### src/rtl/warp_scheduler.sv
// Per-core warp issue arbiter: tracks the active/exited warps of a block and picks one
// ready warp per issue slot (round-robin or greedy-then-oldest with starvation forcing).
module warp_scheduler #(
    parameter int WARPS_PER_CORE = 4,
    parameter int POLICY         = 0,
    parameter int STARVE_LIMIT   = 4
) (
    input  logic                                clk,
    input  logic                                reset,
    input  logic                                start,
    input  logic [$clog2(WARPS_PER_CORE+1)-1:0] num_warps,
    input  logic [WARPS_PER_CORE-1:0]           warp_ready,
    input  logic [WARPS_PER_CORE-1:0]           warp_exit,
    input  logic                                issue_ready,
    output logic                                issue_valid,
    output logic [$clog2(WARPS_PER_CORE)-1:0]   issue_warp,
    output logic [WARPS_PER_CORE-1:0]           active_mask,
    output logic                                done
);
    localparam int W  = WARPS_PER_CORE;
    localparam int IW = $clog2(WARPS_PER_CORE);
    localparam int NW = $clog2(WARPS_PER_CORE + 1);
    localparam int CW = $clog2(STARVE_LIMIT + 1);

    typedef enum logic [1:0] {ST_IDLE = 2'd0, ST_RUN = 2'd1, ST_DONE = 2'd2} state_t;

    state_t          state_q, state_d;
    logic            valid_q, valid_d;
    logic [IW-1:0]   warp_q, warp_d;
    logic [IW-1:0]   last_q, last_d;
    logic            lastv_q, lastv_d;
    logic [W-1:0]    active_q, active_d;
    logic [W-1:0]    exited_q, exited_d;
    logic            done_q, done_d;
    logic [CW-1:0]   cnt_q [W];
    logic [CW-1:0]   cnt_d [W];

    logic [W-1:0]    start_mask_s;
    logic [W-1:0]    exit_eff_s;
    logic [W-1:0]    eligible_s;
    logic [W-1:0]    starve_s;
    logic            handshake_s;
    logic [IW-1:0]   rr_win_s, low_starve_s, low_elig_s, gto_win_s, winner_s;

    assign exit_eff_s  = warp_exit & active_q;
    assign eligible_s  = warp_ready & active_q & ~exited_q;
    assign handshake_s = valid_q & issue_ready;

    // Block mask from num_warps; counts above the warp count saturate to all warps
    always_comb begin
        for (int i = 0; i < W; i++) begin
            start_mask_s[i] = (NW'(i) < num_warps);
            starve_s[i]     = eligible_s[i] & (cnt_q[i] >= CW'(STARVE_LIMIT));
        end
    end

    // Candidate winners; downward scans let the lowest matching index overwrite last
    always_comb begin
        rr_win_s     = '0;
        low_starve_s = '0;
        low_elig_s   = '0;
        for (int k = W; k >= 1; k--) begin
            rr_win_s = eligible_s[IW'((int'(last_q) + k) % W)] ?
                       IW'((int'(last_q) + k) % W) : rr_win_s;
        end
        for (int i = W - 1; i >= 0; i--) begin
            low_starve_s = starve_s[i]   ? IW'(i) : low_starve_s;
            low_elig_s   = eligible_s[i] ? IW'(i) : low_elig_s;
        end
        // Greedy stickiness only applies once a warp has actually issued in this block
        gto_win_s = (starve_s != '0) ? low_starve_s :
                    (lastv_q && eligible_s[last_q]) ? last_q : low_elig_s;
        winner_s  = (POLICY == 1) ? gto_win_s : rr_win_s;
    end

    // Next-state logic for the block FSM, issue slot and starvation counters
    always_comb begin
        state_d  = state_q;
        valid_d  = valid_q;
        warp_d   = warp_q;
        last_d   = last_q;
        lastv_d  = lastv_q;
        active_d = active_q;
        exited_d = exited_q;
        done_d   = done_q;
        cnt_d    = cnt_q;
        case (state_q)
            ST_IDLE, ST_DONE: begin
                valid_d = 1'b0;
                if (start) begin
                    active_d = start_mask_s;
                    exited_d = '0;
                    last_d   = IW'(W - 1);
                    lastv_d  = 1'b0;
                    for (int i = 0; i < W; i++) begin
                        cnt_d[i] = '0;
                    end
                    done_d  = (start_mask_s == '0);
                    state_d = (start_mask_s == '0) ? ST_DONE : ST_RUN;
                end else begin
                    state_d = state_q;
                end
            end
            ST_RUN: begin
                exited_d = exited_q | exit_eff_s;
                if ((active_q & ~(exited_q | exit_eff_s)) == '0) begin
                    state_d = ST_DONE;
                    done_d  = 1'b1;
                    valid_d = 1'b0;
                end else if (valid_q) begin
                    if (handshake_s) begin
                        valid_d = 1'b0;
                        last_d  = warp_q;
                        lastv_d = 1'b1;
                    end else if (exit_eff_s[warp_q]) begin
                        valid_d = 1'b0;
                    end else begin
                        valid_d = 1'b1;
                    end
                end else if (eligible_s != '0) begin
                    valid_d = 1'b1;
                    warp_d  = winner_s;
                    for (int i = 0; i < W; i++) begin
                        cnt_d[i] = (IW'(i) == winner_s) ? CW'(0) :
                                   !eligible_s[i] ? cnt_q[i] :
                                   (cnt_q[i] >= CW'(STARVE_LIMIT)) ? CW'(STARVE_LIMIT) :
                                   cnt_q[i] + CW'(1);
                    end
                end else begin
                    valid_d = 1'b0;
                end
            end
            default: begin
                state_d = ST_IDLE;
                valid_d = 1'b0;
            end
        endcase
    end

    // State registers with asynchronous active-low reset
    always_ff @(posedge clk or negedge reset) begin
        if (!reset) begin
            state_q  <= ST_IDLE;
            valid_q  <= 1'b0;
            warp_q   <= '0;
            last_q   <= IW'(W - 1);
            lastv_q  <= 1'b0;
            active_q <= '0;
            exited_q <= '0;
            done_q   <= 1'b0;
            for (int i = 0; i < W; i++) begin
                cnt_q[i] <= '0;
            end
        end else begin
            state_q  <= state_d;
            valid_q  <= valid_d;
            warp_q   <= warp_d;
            last_q   <= last_d;
            lastv_q  <= lastv_d;
            active_q <= active_d;
            exited_q <= exited_d;
            done_q   <= done_d;
            cnt_q    <= cnt_d;
        end
    end

    assign issue_valid = valid_q;
    assign issue_warp  = warp_q;
    assign active_mask = active_q;
    assign done        = done_q;
endmodule
### config.mk
export PLATFORM = sky130hd
export DESIGN_NAME = warp_scheduler
export DESIGN_NICKNAME = d
export VERILOG_FILES = /design/src/rtl/warp_scheduler.sv
export SDC_FILE = /design/constraint.sdc
export NUM_CORES = 1
export LEC_CHECK = 0
export ABC_CLOCK_PERIOD_IN_PS = 1700
export CAP_MARGIN = 40
export CORE_AREA = 10 10 56 58
export CTS_BUF_LIST = sky130_fd_sc_hd__clkbuf_8
export CTS_CLUSTER_SIZE = 8
export DETAILED_ROUTE_END_ITERATION = 12
export DIE_AREA = 0 0 66 68
export HOLD_SLACK_MARGIN = 0.12
export PLACE_DENSITY = 0.76
export SLEW_MARGIN = 20
export SYNTH_ARGS = -nofsm -noshare
export SYNTH_HDL_FRONTEND = slang
export SYNTH_SLANG_ARGS = --single-unit
export TNS_END_PERCENT = 1
### constraint.sdc
create_clock -name clk -period 1.7 [get_ports clk]
set_clock_uncertainty 0.1 [all_clocks]
set_input_delay 0.34 -clock clk [delete_from_list [all_inputs] [get_ports clk]]
set_output_delay 0.34 -clock clk [all_outputs]
set_load 0.02 [all_outputs]
[Word level (Yosys, flattened, before mapping)]
Cells that the tools add are included.
Storage, ports and cells
  bits in registers: 16
  output and inout port bits: 8
  input port bits: 15
  memory bits (writable): 0
  memories kept: 0
  latch bits: 0
  memory bits (read-only): 0
Operators by class
  add/subtract/negate cells: 4
  div/mod/pow operators: 0
  multipliers: 0
  shift-type cells: 0
  multiplexer cells: 38
  bitwise operators: 10
  order comparisons: 9
  reduce and logical (&&, ||, !) cells: 12
  eq/ne operators: 7
Operators with widths (count)
  $mux W2: 11
  $mux W1: 17
  $and A4 B4 Y4: 4
  $lt A2 B4 Y1 const B: 4
  $bmux W1 S2: 5
  $ne A2 B2 Y1 const B: 5
  $logic_not A4 Y1: 2
  $not A4 Y4: 2
  $pmux W2 S2: 2
  $pmux W4 S2: 1
  $lt A1 B3 Y1 const A: 2
  $lt A2 B3 Y1 const A: 2
  $reduce_and A2 Y1: 3
  $reduce_and A5 Y1: 1
  $add A2 B1 Y2 const B: 2
  $add A2 B2 Y2 const B: 2
  $mux W4: 1
  $or A4 B4 Y4: 1
  $reduce_and A4 Y1: 1
  $reduce_bool A4 Y1: 1
  $lt A2 B3 Y1 const B: 1
  $reduce_and A3 Y1: 1
  $eq A2 B1 Y1 const B: 1
  $eq A2 B2 Y1 const B: 1
  6 further kinds: 7

[Logic depth before layout (Yosys ltp)]
  depth in word-level cells: 9
  depth in mapped cells: 4
  mapped depth without buffers: 4

[Least setup slack after synthesis]
No wires, ideal clock.
  path kind: flip-flop to flip-flop
  start: register active_q[0], in the netlist active_mask[0]
  end: register warp_q[0], in the netlist issue_warp[0]
  setup time: 0.125 ns
  clock period less this slack: 1.778 ns
  required time: 1.475 ns
  stages on the path, launching flop included: 5
  buffers on the path: 0
  setup slack: -0.078 ns
  arrival: 1.553 ns
  cells stage by stage: dfrtp_1 nor3b_2 o41ai_4 nand2b_1 mux2_4
Between the ends
  word-level cells in the longest chain between the ends: 9
  elaborated cells between the ends (all ways): 26
  those cells by class: 16 x mux; 7 x bitwise; 3 x reduce/logical
RTL lines
  start, declared: RTL line 32  | logic [W-1:0] active_q, active_d;
  start signal, assigned: RTL line 160  | active_q <= active_d;
  $and A4 B4 Y4 (2 in series): RTL line 46  | assign eligible_s = warp_ready & active_q & ~exited_q;
  $bmux W1 S2: RTL line 63  | rr_win_s = eligible_s[IW'((int'(last_q) + k) % W)] ?
  $mux W1 (implied by the code) (2 in series): RTL line 63
  $mux W2 (4 in series): RTL line 63
  end signal, assigned: RTL line 157  | warp_q <= warp_d;
  end, declared: RTL line 29  | logic [IW-1:0] warp_q, warp_d;
Several ways; a longest one is shown, not always the timed one. The select of a mux whose other input is x is not followed.
A chain may end at the register's enable or synchronous reset.

[Final worst setup path]
  start: register active_q[1], in the netlist active_mask[1]
  end: register warp_q[0], in the netlist issue_warp[0]
The elaborated chain is that of the path after synthesis.

==> results.ini <==
[synthesis]
synth_top_family_by_area=simple AND/OR/NAND/NOR gates
simple_gate_portion_of_the_synthesized_area_pct=29.8
xor_xnor_fraction_of_synth_area_pct=0
muxShareOfSynthArea_pct=7.42
syn-mean-instance-area_um2=10.0
synth.distinct_cells=32
syn_inst=91
synth-compound-area-share_pct=17.3
seq_area_frac_synth_pct=44.2
synthAdderAreaFrac_pct=0
synth_seq_cells=16
syn_nets=106
netlist_area_um2=911
synthesis.yosys.warnings=0

[placement]
finalWeightedCongestion=0.757
hpwl_mm=2.10
io_buffer_count=22

[final_layout]
fin_util_pct=67.1
post_route_cells_drive_above_1_share_pct=31.6
multi_input_comb_area_um2=544
area.sequential_um2=408
finish.net_count=152
area_growth_pct=55.2
insertedDiodeCount=0
filler_cell_count=176

[timing]
final_critical_path_setup_slack_ns=-0.0535
fin_crit_sh_pct=103
final_max_slew_viol_count=0
timing.final.setup_violations=2
fin_tns_setup_ns=-0.0671
hold_slack_ns=0.301
timing_hold_violations_final=0
tightestPinTransition_ns=0.399
fmax_mhz=570
finalWorstPathRequiredPeriod_ns=1.75
grt_setup_unrepaired=yes
slew_headroom_pct=73.2

[floorplan]
placeable_core_area_um2=2110
die_h_um=68
rows=17
floorplan.die_area_um2=4490
die_w_um=66
initial_core_util_pct=43.3
io_pins=23

[setup_path]
crit_chain=nor3b_4 -> o41ai_4 -> nand2b_4 -> mux2_4
data_arrival_time_of_the_worst_path_ns=1.80
crit_slowest_cell=sky130_fd_sc_hd__dfrtp_2
slowest_delay_ns=0.44
worst-setup-path-type=reg2reg
critPathMaxFanout=6
rrSetupSlack_ns=-0.05
timing.critical_path.from_type=flop
cpLargestDelayFamily=flip-flops
crit_path_end_kind=flop
critical_path.n_buffers_inverters=0
cp.required_ns=1.75

[global_route]
grt_pass1_wl_mm=4.49
maximum_number_of_pins_on_one_net_before_global_route_repair=17
gr-usage-all-layers_pct=13.3
number_of_antenna_violations_at_the_first_check_in_global_routing=0
overflow_left_after_global_routing=0
via_count_of_the_first_global_routing_pass=931

[run_status]
violations=setup timing
result_of_the_run=finished with violations

[routing]
dr.pass1.iters=4
num_vias=902
route.detailed.wl_per_inst_um=17.5
detailedRoute.firstIterationViolations=32
postRouteAntennaNets=0
drt_drc_violations_left=0
route.detailed.vias_per_inst=5.50
wl_mm=2.86

[clock_network]
post_cts_hold_buffer_count=0
cts_tree=yes
cts_root_buf=sky130_fd_sc_hd__clkbuf_8
clock_tree.buffer_depth=2
worst_skew_pair.late_latency_ns=0.26
clkTransAtPathRegs_ns=0.07
depth_of_the_cts_h_tree=1
number_of_clock_buffers_inserted_by_tritoncts=3
cts.sink_count=16

[run]
timing.max_cap.violations=0

[power_and_ir_drop]
p_leak_nw=0.653
worst_ir_drop_vdd_mv=1.15
powerDensity_nw_per_um2=1680

[hold_path]
holdCritPathClass=in2async

-- final cells by class --
cell class | count | area share (%)
Multi-Input combinational cell | 72 | 38.5
Tap cell | 28 | 2.48
Timing Repair Buffer | 42 | 25.8
Clock buffer | 4 | 3.89
Sequential cell | 16 | 28.8
Inverter | 2 | 0.531
-- stage by stage --
stage	cells	total power (W)	cell area [µm²]	setup slack, ns
final	164	0.00238	1410	-0.0535
after global routing	164	0.00252	1410	-0.105
after CTS	162	0.00225	1350	-0.0930
after detailed placement	158	0.00193	1300	-0.372
after global placement	158	0.00187	1300	-0.310
after floorplan	91	0.00134	913	-0.0431
-- worst register-to-register path: cells and delay by family, from the launching register on --
kind	cells	cell delay, ns
flops	1	0.44
simple gates	2	0.39
compound gates	1	0.42
mux	1	0.30
-- layer usage --
layer	part of all wire, %	GRT usage, %	vias to the layer above	routed length, µm
met5	0	0	-	0
met4	1.7	4.97	0	48
met3	8.8	4.89	7	251
met2	51	24.4	40	1460
met1	38	13.7	429	1100
li1	-	-	426	-
-- report_power, final --
group / switching (W) / internal [W]
Sequential: 0.000210 / 0.000547
Combinational: 0.000600 / 0.000666
Clock: 0.000150 / 0.000206
Total: 0.000960 / 0.00142
-- kinds of logic after synthesis --
logic type             Yosys count
flip-flops                      16
multiplexers                     5
AO/OA/AOI/OAI                   21
buffers and inverters            3
AND/OR/NAND/NOR                 46
-- sequential cells by signal, indices dropped and copies added, names as in the netlist --
signal,flops
done,1
last_q,2
issue_warp,2
issue_valid,1
active_mask,4
exited_q,4
state_q,2
-- cells in the mapped netlist --
| master | instances | area share (%) |
|---|---|---|
| sky130_fd_sc_hd__nor3_1 | 3 | 1.6 |
| sky130_fd_sc_hd__nand2b_1 | 3 | 2.1 |
| sky130_fd_sc_hd__o21ai_0 | 5 | 2.7 |
| sky130_fd_sc_hd__nor3b_4 | 1 | 2.1 |
| sky130_fd_sc_hd__inv_1 | 2 | 0.82 |
| sky130_fd_sc_hd__and3b_1 | 1 | 0.96 |
| sky130_fd_sc_hd__mux4_2 | 1 | 2.5 |
| sky130_fd_sc_hd__a21oi_1 | 3 | 1.6 |
| sky130_fd_sc_hd__nand2_1 | 12 | 4.9 |
| sky130_fd_sc_hd__nor2b_1 | 2 | 1.4 |
| sky130_fd_sc_hd__o22ai_1 | 1 | 0.69 |
| sky130_fd_sc_hd__dfstp_2 | 2 | 5.8 |
| sky130_fd_sc_hd__a31oi_1 | 5 | 3.4 |
| sky130_fd_sc_hd__nor4bb_1 | 1 | 1.1 |
| sky130_fd_sc_hd__nand3b_1 | 4 | 3.3 |
| sky130_fd_sc_hd__nor2_1 | 12 | 4.9 |
| sky130_fd_sc_hd__a22o_1 | 1 | 0.96 |
| sky130_fd_sc_hd__mux2i_1 | 3 | 3.3 |
| sky130_fd_sc_hd__mux2_4 | 1 | 1.6 |
| sky130_fd_sc_hd__a21o_1 | 1 | 0.82 |
| sky130_fd_sc_hd__clkbuf_1 | 1 | 0.41 |
| sky130_fd_sc_hd__o2bb2ai_1 | 1 | 0.96 |
| sky130_fd_sc_hd__o41ai_4 | 1 | 3.0 |
| sky130_fd_sc_hd__a2111oi_1 | 1 | 1.1 |
| sky130_fd_sc_hd__a211o_1 | 1 | 0.96 |
| sky130_fd_sc_hd__and2b_1 | 1 | 0.82 |
| sky130_fd_sc_hd__nor4_1 | 1 | 0.69 |
| sky130_fd_sc_hd__or2_2 | 1 | 0.69 |
| sky130_fd_sc_hd__nor3b_2 | 3 | 4.1 |
| sky130_fd_sc_hd__and4b_1 | 1 | 1.1 |
| sky130_fd_sc_hd__a41oi_1 | 1 | 0.96 |
| sky130_fd_sc_hd__dfrtp_1 | 14 | 38 |
-- path summary, 6_finish.rpt --
check,start,endpoint,cells past startpoint
setup / recovery,active_mask[1],issue_warp[0],4
hold / removal,reset,issue_warp[0],2
setup reg to reg,active_mask[1],issue_warp[0],4
hold reg to reg,state_q[0],state_q[1],1
max in group asynchronous,reset,last_q[1],2
min in group clk,state_q[0],state_q[1],1
-- what timing repair did --
action / CTS / global route
buffers inserted: 0 / 2
endpoints found under the setup margin: 12 / 5
pin swaps: 2 / 4
resized for setup: 10 / 11
-- layout by cell type, fill, tap and decap left out, types with 2 or more instances in the layout --
master	n
sky130_fd_sc_hd__a31oi_1	5
sky130_fd_sc_hd__dlymetal6s2s_1	2
sky130_fd_sc_hd__nand2b_1	2
sky130_fd_sc_hd__clkdlybuf4s50_1	11
sky130_fd_sc_hd__mux2i_1	3
sky130_fd_sc_hd__clkbuf_8	4
sky130_fd_sc_hd__buf_4	20
sky130_fd_sc_hd__nand3b_1	4
sky130_fd_sc_hd__dlygate4sd2_1	9
sky130_fd_sc_hd__o21ai_0	5
sky130_fd_sc_hd__nand2_1	12
sky130_fd_sc_hd__nor3_1	3
sky130_fd_sc_hd__inv_1	2
sky130_fd_sc_hd__dfrtp_1	10
sky130_fd_sc_hd__dfstp_2	2
sky130_fd_sc_hd__a21oi_1	3
sky130_fd_sc_hd__nor3b_4	4
sky130_fd_sc_hd__nor2b_1	2
sky130_fd_sc_hd__nor2_1	11
sky130_fd_sc_hd__dfrtp_2	4
(Power assumes the default switching activity.)
